$ cat src/rtl/hamming_secded_enlace.sv
// SEC-DED Hamming(8,4) link: encode, channel corruption, syndrome, correct.
// Three register stages; one word accepted per clock with no back-pressure.
module hamming_secded_enlace (
  input  logic       reloj,
  input  logic       reinicio_n,
  input  logic [3:0] dato_entrada,
  input  logic [3:0] dato_error,
  output logic [7:0] palabra,
  output logic [7:0] recibido,
  output logic       s1,
  output logic       s2,
  output logic       s3,
  output logic       st,
  output logic       error_simple,
  output logic       error_doble,
  output logic [3:0] corregido,
  output logic [7:0] palabra_corregida,
  output logic       simplerror_detectado,
  output logic       doblerror_detectado,
  output logic       led_doblerror
);

  // Codeword bit i is Hamming position i; bit 0 holds overall parity.
  function automatic logic [7:0] encode(input logic [3:0] d);
    logic [7:0] w;
    w      = '0;
    w[3]   = d[0];
    w[5]   = d[1];
    w[6]   = d[2];
    w[7]   = d[3];
    w[1]   = d[0] ^ d[1] ^ d[3];
    w[2]   = d[0] ^ d[2] ^ d[3];
    w[4]   = d[1] ^ d[2] ^ d[3];
    w[0]   = ^w[7:1];
    return w;
  endfunction

  // Stage 1 state
  logic [7:0] palabra_q, palabra_d;
  logic [3:0] dato_error_q, dato_error_d;

  // Stage 2 state
  logic [7:0] recibido_q, recibido_d;
  logic       s1_q, s1_d;
  logic       s2_q, s2_d;
  logic       s3_q, s3_d;
  logic       st_q, st_d;
  logic       error_simple_q, error_simple_d;
  logic       error_doble_q, error_doble_d;

  // Stage 3 state
  logic [7:0] palabra_corregida_q, palabra_corregida_d;
  logic [3:0] corregido_q, corregido_d;
  logic       simplerror_q, simplerror_d;
  logic       doblerror_q, doblerror_d;
  logic       led_q, led_d;

  logic [2:0] syn_q;
  logic [7:0] flip_mask;

  always_comb begin
    palabra_d    = encode(dato_entrada);
    dato_error_d = dato_error;
  end

  // Channel model overwrites the data positions; parity bits travel intact.
  always_comb begin
    recibido_d     = {dato_error_q[3], dato_error_q[2], dato_error_q[1], palabra_q[4],
                      dato_error_q[0], palabra_q[2:0]};
    s1_d           = recibido_d[1] ^ recibido_d[3] ^ recibido_d[5] ^ recibido_d[7];
    s2_d           = recibido_d[2] ^ recibido_d[3] ^ recibido_d[6] ^ recibido_d[7];
    s3_d           = recibido_d[4] ^ recibido_d[5] ^ recibido_d[6] ^ recibido_d[7];
    st_d           = ^recibido_d;
    error_simple_d = st_d;
    error_doble_d  = !st_d && ({s3_d, s2_d, s1_d} != 3'b000);
  end

  assign syn_q = {s3_q, s2_q, s1_q};

  // A zero syndrome with odd parity means p0 itself flipped, so the shift lands on bit 0.
  always_comb begin
    flip_mask = 8'h00;
    if (error_simple_q) begin
      flip_mask = 8'h01 << syn_q;
    end
    palabra_corregida_d = recibido_q ^ flip_mask;
    corregido_d         = {palabra_corregida_d[7], palabra_corregida_d[6],
                           palabra_corregida_d[5], palabra_corregida_d[3]};
    simplerror_d        = error_simple_q;
    doblerror_d         = error_doble_q;
    led_d               = error_doble_q;
  end

  always_ff @(posedge reloj or negedge reinicio_n) begin
    if (!reinicio_n) begin
      palabra_q           <= '0;
      dato_error_q        <= '0;
      recibido_q          <= '0;
      s1_q                <= 1'b0;
      s2_q                <= 1'b0;
      s3_q                <= 1'b0;
      st_q                <= 1'b0;
      error_simple_q      <= 1'b0;
      error_doble_q       <= 1'b0;
      palabra_corregida_q <= '0;
      corregido_q         <= '0;
      simplerror_q        <= 1'b0;
      doblerror_q         <= 1'b0;
      led_q               <= 1'b0;
    end else begin
      palabra_q           <= palabra_d;
      dato_error_q        <= dato_error_d;
      recibido_q          <= recibido_d;
      s1_q                <= s1_d;
      s2_q                <= s2_d;
      s3_q                <= s3_d;
      st_q                <= st_d;
      error_simple_q      <= error_simple_d;
      error_doble_q       <= error_doble_d;
      palabra_corregida_q <= palabra_corregida_d;
      corregido_q         <= corregido_d;
      simplerror_q        <= simplerror_d;
      doblerror_q         <= doblerror_d;
      led_q               <= led_d;
    end
  end

  assign palabra              = palabra_q;
  assign recibido             = recibido_q;
  assign s1                   = s1_q;
  assign s2                   = s2_q;
  assign s3                   = s3_q;
  assign st                   = st_q;
  assign error_simple         = error_simple_q;
  assign error_doble          = error_doble_q;
  assign corregido            = corregido_q;
  assign palabra_corregida    = palabra_corregida_q;
  assign simplerror_detectado = simplerror_q;
  assign doblerror_detectado  = doblerror_q;
  assign led_doblerror        = led_q;

endmodule

$ cat config.mk
export PLATFORM = sky130hd
export DESIGN_NAME = hamming_secded_enlace
export DESIGN_NICKNAME = d
export VERILOG_FILES = /design/src/rtl/hamming_secded_enlace.sv
export SDC_FILE = /design/constraint.sdc
export NUM_CORES = 1
export LEC_CHECK = 0
export BUFFER_PORTS_ARGS = -buffer_cell sky130_fd_sc_hd__buf_2
export CORE_UTILIZATION = 50
export CTS_CLUSTER_DIAMETER = 100
export DETAILED_ROUTE_END_ITERATION = 16
export PLACE_DENSITY = 0.9
export SLEW_MARGIN = 20
export SYNTH_ARGS = -nofsm -noshare
export SYNTH_HDL_FRONTEND = slang
export SYNTH_SLANG_ARGS = --single-unit
$ cat constraint.sdc
create_clock -name reloj -period 2.3 [get_ports reloj]
set_clock_uncertainty 0.2 [all_clocks]
set_input_delay 0.115 -clock reloj [delete_from_list [all_inputs] [get_ports reloj]]
set_output_delay 0.115 -clock reloj [all_outputs]
set_load 0.1 [all_outputs]
==> reports/qor.yml <==
logic_synthesis:
  syn_area_sq_mm: 0.00124
  ys_warn_count: 0
  synth_seq_area_share_pct: 70.4
  syn_avg_cell_area_sq_um: 15.6
  synthCells: 80
  synth.largest_area_cell: "dfrtp_1"
  synth_area_leaders: "dfrtp_1 (70%), xnor2_1 (11%), xor2_1 (4.9%), buf_4 (3.6%), xnor2_2 (2.6%)"
  ys_seq_elements: 35
  synthDistinctLibCells: 17
  synth.top_cell.area_share_pct: 70.4
  syn_nets: 90
setup_path:
  cp_data_required_time_ns: 1.99
  r2r_end: "error_doble"
  cp_slowest_cell: "dfrtp_1"
  r2r_cells: 4
  regToRegSetupSlack_ns: 0.90
  cp_top_family: "flip-flops"
  path_max_fanout: 9
  cp-end-kind: "primary output"
  crit_chain: "buf_2"
  cp_num_cells: 1
  start_kind: "flop"
  timing.rr.start: "dato_error_q[0]"
  slowest_delay_ns: 0.49
  crit_buf_inv: 1
  cp_data_arrival_time_ns: 1.30
  crit_type: "flop to primary output"
timing:
  holdWs_ns: 0.168
  finalCritPeriodShare_pct: 70.1
  tns_ns: 0
  rsz0062_at_grt: "false"
  fmax_mhz: 620
  relSlewSlack_pct: 51.3
  postLayoutSetupSlackWorst_ns: 0.688
  hold_viol: 0
  slew_viol_final: 0
  worstMarginPinSlew_ns: 0.731
  final-setup-viol-count: 0
  post-route-min-period_ns: 1.61
detailed_routing:
  via_per_inst: 4.64
  routed_wl_um: 1970
  routedWlPerCell_um: 11.9
  dr_wl_met2_um: 1040
  wl_met3_um: 235
  drcViolationCount: 0
  first_pass_iters: 4
  first_iter_violations: 4
  drtAntennaViolNets: 0
  dr_total_vias: 766
  dr.max_layer_used: "met4"
  m1WireLength_um: 674
cells_and_area:
  area_delta_synth_final_pct: 31.9
  antennaDiodeCount: 0
  final_nets: 146
  fill_cells: 166
  final_layout_size_suffix_gt1_share_pct: 41.6
place:
  gp_congestion: 0.683
  pre_cts_slack_ns: 0.899
  portBuffers: 46
  dp_hpwl_um: 1410
clock_network:
  htree_num_levels: 2
  cts.repair.resized: 0
  postCtsSetupBuffers: 0
  cts_buffers: 5
  cts.path.max_buffers: 2
  path_clk_slew_ns: 0.10
  clock_latency_ns: 0.33
  cts_root_buffer: "clkbuf_4"
  cts.sinks: 35
  cts_tree: "built"
  holdBufCountCts: 9
floorplanning:
  row_count: 17
  die_x_um: 51.9
  die-area_sq_mm: 0.00269
  initial_core_util_pct: 54.7
  core-area_sq_mm: 0.00228
  io_pins: 47
  die_y_um: 51.9
outcome:
  status: "completed"
grt:
  grt_max_degree: 36
  grt_pass1_wl_um: 3070
  grt_pass1_vias: 711
  antenna_found_initial: 0
  grt.total_usage_pct: 17.4
  grt_overflow_total: 0
flow_run:
  drv_cap: 0
min_path:
  hold_path_class: "input pin to async pin"
==> kinds of logic after synthesis <==
kind of cell,count (synthesis),share of synthesized area (%)
xor gates and xnor gates,25,19.4
and+or+nand+nor,11,5.33
DFF,35,70.4
AOI/OAI and AO/OA,2,1.00
buffers and inverters,7,3.92
==> cells in the final DEF (no fill, tap or decap) <==
master and n:
buf_2 46, dfrtp_1 35, xnor2_1 15, dlygate4sd3_1 9
xor2_1 7, clkbuf_4 5, nand4b_1 2, nor2_1 2
nor3b_1 2, xnor2_2 2, nand2b_1 1, nand2_1 1
nand3_1 1, nor3_1 1, xor2_2 1, inv_1 1
o211ai_1 1, o21ai_1 1, nand4_1 1, clkinv_2 1
bufinv_16 1, clkbuf_8 1
==> layout make-up <==
type,instances,area [sq um],area share (%)
inverter,1,3.75,0.229
clock inverter,2,35.0,2.13
sequential,35,876,53.4
tap,28,35.0,2.13
timing repair buffer,55,320,19.5
multi-input combinational,38,320,19.5
clock buffer,6,51.3,3.13
==> sequential cells by signal, summed over array words and instances (netlist names) <==
signal	count
palabra	8
s3	1
simplerror_detectado	1
doblerror_detectado	1
dato_error_q	4
corregido	4
error_simple	1
recibido	8
palabra_corregida	4
error_doble	1
s2	1
s1	1
==> per-stage QoR <==
| step | area, sq um | util, % | std cells |
|---|---|---|---|
| floorplan | 1240 | - | 80 |
| global placement | 1470 | 64.4 | 148 |
| detailed placement | 1470 | 64.4 | 148 |
| CTS | 1640 | 72.1 | 165 |
| global route | 1640 | 72.1 | 165 |
| finish | 1640 | 72.1 | 165 |
==> how the worst max path moves through the flow <==
| stage | startpoint | endpoint | slack [ns] |
|---|---|---|---|
| after global placement | dato_error_q[0] | error_doble | 0.95 |
| after CTS | s1 | s1 | 0.67 |
| after floorplan | error_simple | palabra_corregida[4] | 0.38 |
| after global routing | s3 | s3 | 0.62 |
| after detailed placement | dato_error_q[0] | error_doble | 0.90 |
| final | s1 | s1 | 0.69 |
==> worst register-to-register path, cell delays in order, from the launching register on <==
cell      delay (ns)
dfrtp_1         0.44
xor2_2          0.21
xnor2_1         0.27
o211ai_1        0.13
o21ai_1         0.09
==> layer usage <==
layer | up-vias | GRT usage [%]
met5 | - | 0
met4 | 0 | 6.76
met3 | 3 | 10.2
met2 | 45 | 28.8
met1 | 357 | 17.9
li1 | 361 | -
==> cells in the mapped netlist <==
library cell / instances
nor2_1: 2
nand2_1: 1
nor3b_1: 2
nand2b_1: 1
nand3_1: 1
xor2_1: 7
nand4_1: 1
xnor2_1: 15
inv_1: 1
nand4b_1: 2
nor3_1: 1
buf_4: 6
dfrtp_1: 35
o211ai_1: 1
xor2_2: 1
xnor2_2: 2
o21ai_1: 1
Power is not shown: default switching activity piles up to over one toggle a cycle in this logic, so the estimate is an artifact.
